File: src/rtl/power_manager.sv
// power_manager: DVFS voltage/frequency stepping, per-domain idle power gating and a config regfile.
// Thermal throttling is compiled in when PM_THERMAL_THROTTLE_EN is defined.
module power_manager #(
  parameter int unsigned NUM_CORES          = 4,
  parameter int unsigned NUM_AI_UNITS       = 2,
  parameter int unsigned LOAD_MONITOR_WIDTH = 16,
  parameter int unsigned EVAL_PERIOD        = 16,
  parameter int unsigned IDLE_CYCLES        = 32
) (
  input  logic                                    clk,
  input  logic                                    rst_n,
  input  logic                                    dvfs_enable,
  input  logic [NUM_CORES*LOAD_MONITOR_WIDTH-1:0] core_load,
  input  logic [NUM_CORES-1:0]                    core_active,
  input  logic [NUM_CORES-1:0]                    core_activity,
  input  logic [LOAD_MONITOR_WIDTH-1:0]           memory_load,
  input  logic [LOAD_MONITOR_WIDTH-1:0]           noc_load,
  input  logic [LOAD_MONITOR_WIDTH-1:0]           ai_accel_load,
  input  logic                                    memory_activity,
  input  logic [NUM_AI_UNITS-1:0]                 ai_unit_activity,
  input  logic [15:0]                             temp_sensors [8],
  output logic [3:0]                              global_voltage,
  output logic [7:0]                              global_freq_div,
  output logic [NUM_CORES-1:0]                    core_power_enable,
  output logic [NUM_CORES-1:0]                    core_isolation_enable,
  output logic                                    l1_cache_power_enable,
  output logic                                    l2_cache_power_enable,
  output logic                                    memory_ctrl_power_enable,
  output logic                                    noc_power_enable,
  output logic                                    memory_isolation_enable,
  output logic [NUM_AI_UNITS-1:0]                 ai_unit_power_enable,
  output logic [NUM_AI_UNITS-1:0]                 ai_unit_isolation_enable,
  input  logic [31:0]                             pm_config_addr,
  input  logic [31:0]                             pm_config_wdata,
  input  logic                                    pm_config_req,
  input  logic                                    pm_config_we,
  output logic [31:0]                             pm_config_rdata,
  output logic                                    pm_config_ready
);

  localparam int unsigned W         = LOAD_MONITOR_WIDTH;
  localparam int unsigned CoreShift = $clog2(NUM_CORES);
  localparam int unsigned SumW      = W + CoreShift;
  localparam int unsigned EvalW     = (EVAL_PERIOD > 1) ? $clog2(EVAL_PERIOD) : 1;
  localparam int unsigned CntW      = (IDLE_CYCLES > 1) ? $clog2(IDLE_CYCLES) : 1;
  localparam int unsigned NumDom    = NUM_CORES + NUM_AI_UNITS + 1;
  localparam int unsigned MemDom    = NumDom - 1;

  localparam logic [31:0] AddrCtrl = 32'h0000_0000;
  localparam logic [31:0] AddrMinV = 32'h0000_0004;
  localparam logic [31:0] AddrMaxV = 32'h0000_0008;
  localparam logic [31:0] AddrStat = 32'h0000_000C;

  typedef enum logic [1:0] {StOn, StIso, StOff, StWake} pd_state_e;

  logic             sw_en_q;
  logic [2:0]       min_volt_q, max_volt_q;
  logic             cfg_ready_q;
  logic [31:0]      cfg_rdata_q, rd_data;
  logic [2:0]       level_q;
  logic [EvalW-1:0] eval_cnt_q;
  logic             eval_tick;
  logic             dvfs_on;
  logic             alarm;
  logic [7:0]       freq_div;
  logic [SumW-1:0]  load_sum;
  logic [W-1:0]     core_avg, load_max;
  logic [3:0]       base_inc;
  logic [2:0]       base, target;
  logic [NumDom-1:0] dom_idle, dom_pwr, dom_iso;
  logic             unused_inputs;

  assign unused_inputs = ^{noc_load, pm_config_wdata[31:3]};

  assign dvfs_on  = dvfs_enable && sw_en_q;
  assign freq_div = {5'b0, 3'd7 - level_q};

  // Configuration register file
  always_comb begin
    rd_data = '0;
    case (pm_config_addr)
      AddrCtrl: rd_data = {31'b0, sw_en_q};
      AddrMinV: rd_data = {29'b0, min_volt_q};
      AddrMaxV: rd_data = {29'b0, max_volt_q};
      AddrStat: rd_data = {20'b0, alarm, level_q, freq_div};
      default:  rd_data = '0;
    endcase
  end

  always_ff @(posedge clk) begin
    if (!rst_n) begin
      sw_en_q     <= 1'b0;
      min_volt_q  <= 3'd1;
      max_volt_q  <= 3'd7;
      cfg_ready_q <= 1'b0;
      cfg_rdata_q <= '0;
    end else begin
      cfg_ready_q <= pm_config_req;
      if (pm_config_req && pm_config_we) begin
        case (pm_config_addr)
          AddrCtrl: sw_en_q    <= pm_config_wdata[0];
          AddrMinV: min_volt_q <= pm_config_wdata[2:0];
          AddrMaxV: max_volt_q <= pm_config_wdata[2:0];
          default:  ;
        endcase
      end
      if (pm_config_req && !pm_config_we) cfg_rdata_q <= rd_data;
    end
  end

  assign pm_config_ready = cfg_ready_q;
  assign pm_config_rdata = cfg_rdata_q;

  // Load estimate and target level
  always_comb begin
    load_sum = '0;
    for (int i = 0; i < NUM_CORES; i++) begin
      load_sum = load_sum + SumW'(core_load[i*W +: W]);
    end
  end

  assign core_avg = W'(load_sum >> CoreShift);

  always_comb begin
    load_max = core_avg;
    if (memory_load > load_max)   load_max = memory_load;
    if (ai_accel_load > load_max) load_max = ai_accel_load;
  end

  assign base_inc = {1'b0, load_max[W-1 -: 3]} + 4'd1;
  assign base     = base_inc[3] ? 3'd7 : base_inc[2:0];

  // Upper clamp applied last so MAX_VOLT wins when the limits cross
  always_comb begin
    target = base;
    if (target < min_volt_q) target = min_volt_q;
    if (target > max_volt_q) target = max_volt_q;
    if (!dvfs_on)            target = 3'd7;
    if (alarm && (target > 3'd1)) target = 3'd1;
  end

  assign eval_tick = (eval_cnt_q == EvalW'(EVAL_PERIOD - 1));

  always_ff @(posedge clk) begin
    if (!rst_n) begin
      eval_cnt_q <= '0;
      level_q    <= 3'd7;
    end else begin
      eval_cnt_q <= eval_tick ? '0 : eval_cnt_q + EvalW'(1);
      if (eval_tick) begin
        if (level_q < target)      level_q <= level_q + 3'd1;
        else if (level_q > target) level_q <= level_q - 3'd1;
      end
    end
  end

  assign global_voltage  = {1'b0, level_q};
  assign global_freq_div = freq_div;

  // Thermal alarm with hysteresis
`ifdef PM_THERMAL_THROTTLE_EN
  logic alarm_q, any_hot, all_cool;

  always_comb begin
    any_hot  = 1'b0;
    all_cool = 1'b1;
    for (int i = 0; i < 8; i++) begin
      if (temp_sensors[i] >= 16'h5000) any_hot  = 1'b1;
      if (temp_sensors[i] >= 16'h4800) all_cool = 1'b0;
    end
  end

  always_ff @(posedge clk) begin
    if (!rst_n)        alarm_q <= 1'b0;
    else if (any_hot)  alarm_q <= 1'b1;
    else if (all_cool) alarm_q <= 1'b0;
  end

  assign alarm = alarm_q;
`else
  logic unused_temp;

  always_comb begin
    unused_temp = 1'b0;
    for (int i = 0; i < 8; i++) unused_temp = unused_temp ^ (^temp_sensors[i]);
  end

  assign alarm = 1'b0;
`endif

  // Domain order: cores, AI units, memory controller
  always_comb begin
    dom_idle = '0;
    for (int i = 0; i < NUM_CORES; i++) dom_idle[i] = !core_active[i] || !core_activity[i];
    for (int j = 0; j < NUM_AI_UNITS; j++) dom_idle[NUM_CORES + j] = !ai_unit_activity[j];
    dom_idle[MemDom] = !memory_activity;
  end

  for (genvar g = 0; g < NumDom; g++) begin : g_dom
    pd_state_e       st_q;
    logic [CntW-1:0] cnt_q;
    logic            pwr_q, iso_q;
    logic            wake;

    assign wake = !dvfs_on || !dom_idle[g];

    // Isolation brackets the power-off window on both edges
    always_ff @(posedge clk) begin
      if (!rst_n) begin
        st_q  <= StOn;
        cnt_q <= '0;
        pwr_q <= 1'b1;
        iso_q <= 1'b0;
      end else begin
        unique case (st_q)
          StOn: begin
            if (wake) begin
              cnt_q <= '0;
            end else if (cnt_q == CntW'(IDLE_CYCLES - 1)) begin
              st_q  <= StIso;
              iso_q <= 1'b1;
            end else begin
              cnt_q <= cnt_q + CntW'(1);
            end
          end
          StIso: begin
            cnt_q <= '0;
            if (wake) begin
              st_q  <= StOn;
              iso_q <= 1'b0;
            end else begin
              st_q  <= StOff;
              pwr_q <= 1'b0;
            end
          end
          StOff: begin
            if (wake) begin
              st_q  <= StWake;
              pwr_q <= 1'b1;
            end
          end
          StWake: begin
            st_q  <= StOn;
            iso_q <= 1'b0;
          end
          default: st_q <= StOn;
        endcase
      end
    end

    assign dom_pwr[g] = pwr_q;
    assign dom_iso[g] = iso_q;
  end

  assign core_power_enable        = dom_pwr[NUM_CORES-1:0];
  assign core_isolation_enable    = dom_iso[NUM_CORES-1:0];
  assign ai_unit_power_enable     = dom_pwr[NUM_CORES +: NUM_AI_UNITS];
  assign ai_unit_isolation_enable = dom_iso[NUM_CORES +: NUM_AI_UNITS];
  assign memory_ctrl_power_enable = dom_pwr[MemDom];
  assign memory_isolation_enable  = dom_iso[MemDom];
  assign l2_cache_power_enable    = dom_pwr[MemDom];
  assign l1_cache_power_enable    = |dom_pwr[NUM_CORES-1:0];
  assign noc_power_enable         = 1'b1;

endmodule

File: config.mk
export PLATFORM = sky130hd
export DESIGN_NAME = power_manager
export DESIGN_NICKNAME = d
export VERILOG_FILES = /design/src/rtl/power_manager.sv
export SDC_FILE = /design/constraint.sdc
export NUM_CORES = 1
export LEC_CHECK = 0
export CORE_ASPECT_RATIO = 0.5
export CORE_MARGIN = 3
export CORE_UTILIZATION = 42
export CTS_BUF_LIST = sky130_fd_sc_hd__clkbuf_4 sky130_fd_sc_hd__clkbuf_8
export CTS_CLUSTER_DIAMETER = 80
export DETAILED_ROUTE_END_ITERATION = 8
export PLACE_DENSITY = 0.82
export SLEW_MARGIN = 20
export SYNTH_ARGS = -nofsm -noshare
export SYNTH_HDL_FRONTEND = slang
export SYNTH_SLANG_ARGS = --single-unit
File: constraint.sdc
create_clock -name clk -period 15.6 [get_ports clk]
set_clock_uncertainty 0.05 [all_clocks]
set_input_delay 3.12 -clock clk [delete_from_list [all_inputs] [get_ports clk]]
set_output_delay 3.12 -clock clk [all_outputs]
set_load 0.005 [all_outputs]
## Yosys cells after proc, flatten, opt, wreduce, memory -nomap -nowiden

Cells that the tools add are included.

- Input bits: 320
- Bits in latches: 0
- Bits in registers: 110
- ROM bits: 0
- Memories kept: 0
- Memory bits (writable): 0

- Shifts and indexed selects: 0
- Add/sub/neg operators: 15
- Order comparisons: 6
- Div/mod/pow operators: 0
- Muxes and demuxes: 114
- Eq/ne operators: 74
- Reductions and logical operators: 92
- Bitwise operators: 1
- $mul: 0

Operators by type and width:

| cell | number |
|---|---|
| two-way mux 5 bit | 14 |
| != test 2 bit (second input constant) | 35 |
| case mux 5 bit (2 select lines) | 7 |
| == test 32 x 4 -> 1 bit (second input constant) | 2 |
| two-way mux 2 bit | 28 |
| case mux 2 bit (4 select lines) | 7 |
| case mux 11 bit (4 select lines) | 1 |
| AND reduction 3 bit | 14 |
| adder 5 x 1 -> 5 bit (second input constant) | 7 |
| == test 5 bit (second input constant) | 7 |
| two-way mux 1 bit | 35 |
| == test 32 x 3 -> 1 bit (second input constant) | 1 |
| > comparator 16 bit | 2 |
| logical NOT 32 bit | 1 |
| two-way mux 16 bit | 2 |
| nonzero test 2 bit | 15 |
| == test 2 bit (second input constant) | 14 |
| AND reduction 4 bit | 7 |
| AND reduction 2 bit | 11 |
| != test 3 bit (second input constant) | 7 |
| case mux 1 bit (3 select lines) | 7 |
| nonzero test 3 bit | 7 |
| adder 17 x 16 -> 18 bit | 1 |
| adder 18 x 16 -> 18 bit | 1 |
| 19 further kinds | 69 |

## Logic depth before layout (Yosys ltp)

Gate-level depths: netlist of run 1.

- Word-level depth: 17
- Mapped depth: 52
- Depth with buffers taken out: 51

## Worst setup path before layout of run 1

OpenSTA, ideal clock, no wires.

- Path kind: input to register
- Start: input port core_load[3]
- End: register level_q[2]
- Stages on the path: 50
- Arrival time: 12,746 ps
- Setup slack: 2,742 ps
- Required time: 15,488 ps
- Library setup time: 62 ps
- Buffers on the path: 2
- Cells stage by stage: inv_1 -> fa_1 -> fa_1 -> inv_1 -> ha_1 -> a21oi_1 -> o31ai_1 -> a21oi_1 -> o21bai_1 -> a21oi_1 -> o21ai_0 -> a21o_1 -> a21oi_1 -> xor2_1 -> ha_1 -> nand4_1 -> inv_1 -> a221oi_1 -> (+14 left out) -> nand2b_1 -> inv_1 -> or3_1 -> and2_1 -> ha_1 -> a21o_1 -> a21oi_1 -> a31oi_1 -> a21o_1 -> a31oi_1 -> ha_1 -> nor2b_1 -> o21ai_0 -> nand2b_1 -> fa_1 -> xnor2_1 -> or3_1 -> nand3_1

- Longest elaborated chain between the ends: 17

RTL lines:

| item | line | text |
|---|---|---|
| start, declared | 13 | `input logic [NUM_CORES*LOAD_MONITOR_WIDTH-1:0] core_load,` |
| adder 16 x 16 -> 17 bit (*) | 118 | `load_sum = load_sum + SumW'(core_load[i*W +: W]);` |
| adder 17 x 16 -> 18 bit (*) | 118 |  |
| adder 18 x 16 -> 18 bit (*) | 118 |  |
| > comparator 16 bit | 126 | `if (memory_load > load_max) load_max = memory_load;` |
| two-way mux 16 bit (*) | 126 |  |
| > comparator 16 bit | 127 | `if (ai_accel_load > load_max) load_max = ai_accel_load;` |
| two-way mux 16 bit (*) | 127 |  |
| adder 3 x 1 -> 4 bit (*) | 130 | `assign base_inc = {1'b0, load_max[W-1 -: 3]} + 4'd1;` |
| two-way mux 3 bit (*) | 131 | `assign base = base_inc[3] ? 3'd7 : base_inc[2:0];` |
| < comparator 3 bit | 136 | `if (target < min_volt_q) target = min_volt_q;` |
| two-way mux 3 bit (*) | 136 |  |
| > comparator 3 bit | 137 | `if (target > max_volt_q) target = max_volt_q;` |
| two-way mux 3 bit (*) | 137 |  |
| two-way mux 3 bit (*) | 138 | `if (!dvfs_on) target = 3'd7;` |
| < comparator 3 bit / > comparator 3 bit (equally long branches) | 151, 152 |  |
| nonzero test 2 bit (no source line) | n/a |  |
| AND reduction 2 bit (no source line) | n/a |  |
| end signal, assigned | 151 | `if (level_q < target) level_q <= level_q + 3'd1;` |
| end signal, assigned | 152 | `else if (level_q > target) level_q <= level_q - 3'd1;` |
| end, declared | 60 | `logic [2:0] level_q;` |

Mark *: on every way between the ends. The rest lies on a longest branch, timed or not.
A chain may end at the register's enable or synchronous reset.

## Worst setup path after layout of run 1

- Start: input port core_load[5]
- End: register level_q[2]

The elaborated chain is that of the path after synthesis.

==> results of run 1 <==
registers in the layout (all words and copies together), names as in the netlist, 3 cells and up, named ones only:
name	flops
g_dom.cnt_q	35
g_dom.st_q	7
g_dom.iso_q	6
g_dom.pwr_q	6
pm_config_rdata	6
eval_cnt_q	4
level_q	3
max_volt_q	3
min_volt_q	3
kinds of logic (layout without fill, tap and decap cells):
family,Yosys count,after routing,share of synthesized area (%)
other cells,2,33,0.0976
buf+inv,182,304,11.4
simple gates,298,298,20.7
flops,84,84,21.8
xor+xnor,15,15,1.71
mux,19,19,2.67
compound gates,235,235,19.8
fa+ha+maj,114,114,21.7
cells in the final DEF, fill, tap and decap left out, types with 3 or more instances in the layout:
cell type                         instances
sky130_fd_sc_hd__a21boi_0                22
sky130_fd_sc_hd__o21a_1                  12
sky130_fd_sc_hd__a21o_1                  23
sky130_fd_sc_hd__nand2b_1                10
sky130_fd_sc_hd__o31a_1                   3
sky130_fd_sc_hd__o211ai_1                 4
sky130_fd_sc_hd__nor4_1                  10
sky130_fd_sc_hd__xnor2_1                 10
sky130_fd_sc_hd__nand3b_1                 3
sky130_fd_sc_hd__and4_1                   3
sky130_fd_sc_hd__and3_1                  14
sky130_fd_sc_hd__or3_1                    7
sky130_fd_sc_hd__a21oi_1                 73
sky130_fd_sc_hd__mux2i_1                 16
sky130_fd_sc_hd__clkdlybuf4s50_1        174
sky130_fd_sc_hd__nor3_1                  16
sky130_fd_sc_hd__o21bai_1                 6
sky130_fd_sc_hd__nor2b_1                 36
sky130_fd_sc_hd__o31ai_1                  5
sky130_fd_sc_hd__fa_1                    33
sky130_fd_sc_hd__ha_1                    81
sky130_fd_sc_hd__o21ai_0                 47
sky130_fd_sc_hd__nor2_1                  53
sky130_fd_sc_hd__nand2_1                 65
sky130_fd_sc_hd__nand4b_1                 5
sky130_fd_sc_hd__dfxtp_1                 84
sky130_fd_sc_hd__a31oi_1                  3
sky130_fd_sc_hd__and2_1                  21
sky130_fd_sc_hd__xor2_1                   5
sky130_fd_sc_hd__nand3_1                 18
sky130_fd_sc_hd__inv_1                  112
sky130_fd_sc_hd__or4_1                    8
sky130_fd_sc_hd__clkbuf_8                12
sky130_fd_sc_hd__a22oi_1                 14
sky130_fd_sc_hd__conb_1                  33
sky130_fd_sc_hd__nand4_1                 12
sky130_fd_sc_hd__nor3b_1                  5
final cells by class:
cell class              instances  area (um2)
well taps                     234         293
inverters                     112         420
fillers                      1621        8060
repair buffers                176        1750
multi-input cells             714        5250
clock inverters                 4        32.5
flip-flops and latches         84        1680
clock buffers                  12         165
metal layers:
layer / part of all wire (%) / vias to the layer above
met5: 0 / -
met4: 2.0 / 0
met3: 5.4 / 26
met2: 50 / 197
met1: 42 / 3137
li1: - / 3499
worst min path at each step:
| stage | start | endpoint | slack, ps | cells after the start |
|---|---|---|---|---|
| floorplan | g_dom[6].cnt_q[3]$_SDFFE_PN0P_ | g_dom[6].cnt_q[3]$_SDFFE_PN0P_ | 360 | 1 |
| global placement | g_dom[6].cnt_q[3]$_SDFFE_PN0P_ | g_dom[6].cnt_q[3]$_SDFFE_PN0P_ | 380 | 1 |
| detailed placement | g_dom[6].cnt_q[3]$_SDFFE_PN0P_ | g_dom[6].cnt_q[3]$_SDFFE_PN0P_ | 390 | 1 |
| CTS | g_dom[6].cnt_q[3]$_SDFFE_PN0P_ | g_dom[6].cnt_q[3]$_SDFFE_PN0P_ | 400 | 1 |
| global route | pm_config_rdata[2]$_SDFFE_PN0P_ | pm_config_rdata[2]$_SDFFE_PN0P_ | 440 | 2 |
| finish | g_dom[6].cnt_q[3]$_SDFFE_PN0P_ | g_dom[6].cnt_q[3]$_SDFFE_PN0P_ | 400 | 1 |
report_power, final:
part           total (W)  internal [W]  switching, W
logic           0.000601      0.000273      0.000328
clock network   0.000150     0.0000714     0.0000781
registers       0.000216      0.000215   0.000000700
worst max-delay path: cells and delay by family:
kind            cells  cell delay [ps]
compound gates     23             4550
fa+ha+maj           9             3230
simple gates       12             2720
buf+inv             4              590
xor+xnor            2              230
metrics by stage:
step,setup slack (ps),total power (W)
3_3_place_gp,1350,0.000780
6_report,1380,0.000967
4_1_cts,1510,0.000974
3_5_place_dp,1150,0.000817
2_1_floorplan,2740,0.000679
5_1_grt,496,0.00107
==> flow_summary.rst, run 1 <==
.. list-table::
   :header-rows: 1

   * - Metric
     - Value
   * - Run status
     - finished, final reports clean
   * - End-of-flow core utilization
     - 54.4%
   * - Total setup violations reported at the end of the flow
     - 0
   * - CTS tree
     - done
   * - Number of clock buffers inserted by TritonCTS
     - 9
   * - Share of the clock period used by the worst path
     - 91.1%
   * - Hold bufs inserted after CTS
     - 0
   * - Post-synth top area share
     - 21.8%
   * - Power per standard cell area
     - approximately 100 nW/um2
   * - Most common cell in the netlist
     - sky130_fd_sc_hd__inv_1
   * - Area growth from synthesis to final layout
     - 24.7%
   * - Endpoint type of the worst setup path
     - flop
   * - Pin count of the biggest net entering global routing
     - between 80 and 90
   * - Final antenna-violating net count
     - 0
   * - Most numerous cell types in the synthesized netlist
     - sky130_fd_sc_hd__inv_1 (112), sky130_fd_sc_hd__dfxtp_1 (84), sky130_fd_sc_hd__ha_1 (81)
   * - Floorplan Core Area
     - 17700 um2
   * - Worst-Margin Slew
     - ~760 ps
   * - Maximum count of clock buffers along a single path
     - 2
   * - Final global-route overflow total
     - 0
   * - Crit path arrival time
     - between 10000 and 15000 ps
   * - Fraction of final layout cells with drive strength greater than 1
     - 3.27%
   * - Nature of the critical path startpoint
     - primary input
   * - Sequential share of the synthesized area
     - between 20 and 25%
   * - Cell Area, Placed
     - 9400 um2
   * - Internal reg-to-reg setup slack
     - roughly 11000 ps
   * - Clk slew on worst S/H paths
     - 80 ps
   * - Number of I/O port buffers
     - between 150 and 200
   * - Achievable clock frequency
     - 70.3 MHz
   * - Worst Path Class, Setup
     - in2reg
   * - Post-route cell area
     - 9600 um2
   * - Die height
     - 102 um
   * - Global routing usage summed across all routing layers
     - between 10% and 20%
   * - Type of the tightest min-delay check
     - reg2reg
   * - Count of routing violations after the opening detailed-route iteration
     - between 300 and 400
   * - Number of standard cells in the layout, taps in and fillers out
     - around 1300
   * - Instance count of the mapped netlist
     - 949
   * - Met2 Use GR
     - 33.7%
   * - FF-to-FF Start
     - min_volt_q[2]$_SDFFE_PN0P_
   * - Effective utilization at floorplan
     - 43.6%
   * - Final hold violation count
     - 0
   * - Area of the die
     - 20100 um2
   * - Most area-consuming cells after synthesis
     - sky130_fd_sc_hd__dfxtp_1 (22%), sky130_fd_sc_hd__ha_1 (13%), sky130_fd_sc_hd__fa_1 (8.6%)
   * - FF+latch count, synth
     - 84
   * - Share of synthesized flip-flops with an asynchronous set or reset
     - 0%
   * - Summed negative setup slack over all endpoints
     - 0 ps
   * - Max-cap violations
     - 0
   * - Antenna diode count
     - 0
   * - R2R depth
     - 21
   * - Cell Rows
     - 34
   * - Leakage power of the design
     - 4.13 nW
   * - Maximum fanout count along the critical path
     - 24
   * - Synthesized area
     - 7700 um2
   * - # H-tree levels
     - 3
   * - Antenna violations before repair
     - 0
   * - Final critical path time including I/O delays and setup
     - 14220 ps
   * - First-pass DRT Iterations
     - 5
   * - Origin of the worst setup path
     - core_load[5]
   * - Peak-usage layer in the global routing report
     - met2
   * - Slew margin rel.
     - 48.9%
   * - Max stage delay on crit path
     - 570 ps
   * - Final-layout worst hold slack
     - between 400 and 500 ps
   * - CP Data Required Time
     - 15840 ps
   * - Sinks on the clock net
     - 84
   * - Die width
     - 197 um
   * - Count of flip-flops with a built-in enable after synthesis
     - 0
   * - Wire length per cell
     - between 10 and 15 um
   * - Distinct cell type count after synthesis
     - 69
   * - Post-Route WL
     - 17600 um
   * - Synth warn
     - 0
   * - GRT met3 Usage
     - 3.76%
   * - Unrepaired setup endpoints after global routing
     - false
   * - CP max-delay cell
     - sky130_fd_sc_hd__nand2_1
   * - DRC violations left
     - 0
   * - Cell accounting for the most synthesized area
     - sky130_fd_sc_hd__dfxtp_1
   * - I/O pins
     - 382
   * - Worst Setup EP
     - level_q[2]$_SDFFE_PN1P_
   * - Cell chosen for the clock root
     - sky130_fd_sc_hd__clkbuf_8
   * - First-pass GRT wire length
     - 29600 um
   * - Final HPWL DP
     - 14500 um
   * - Weighted congestion at the end of routability-driven global placement
     - 0.836
   * - Total vias in the final route
     - 6859
   * - Number of vias per cell
     - 5.13
   * - Cell count after placement
     - 1320
   * - Clock latency reported for the late side of the worst-skew pair
     - 350 ps
   * - Resized Gates After CTS
     - 0
   * - Most used DFF post-synth
     - sky130_fd_sc_hd__dfxtp_1
   * - Max IR drop VDD
     - 0.0000551 V
   * - Number of global-route vias before repair
     - 6752
   * - Number of buffers added for setup after CTS
     - 0
   * - Post-Synthesis Mean Instance Area
     - ~8.1 um2
   * - Met1 Track Usage GR
     - 19.9%
   * - Max-slew violations
     - 0
   * - End of the worst register-to-register path
     - level_q[2]$_SDFFE_PN1P_
   * - Total number of nets in the final design
     - roughly 1500
No activity file was read; power rests on OpenSTA's default activity.
==> run 2, diff against run 1 <==
Clock period 15.6 ns to 15.3 ns, I/O delays scaled along.
==> results of run 2 <==
The final DEF is identical to that of run 1. Status: finished, final reports clean.
Among the figures that moved: setup slack after placement 1150 ps -> 914 ps; setup slack after layout 1380 ps -> 1140 ps; register-to-register setup slack 11280 ps -> 10980 ps; total power 0.000967 W -> 0.000986 W; worst IR drop on VDD 0.0000551 V -> 0.0000562 V
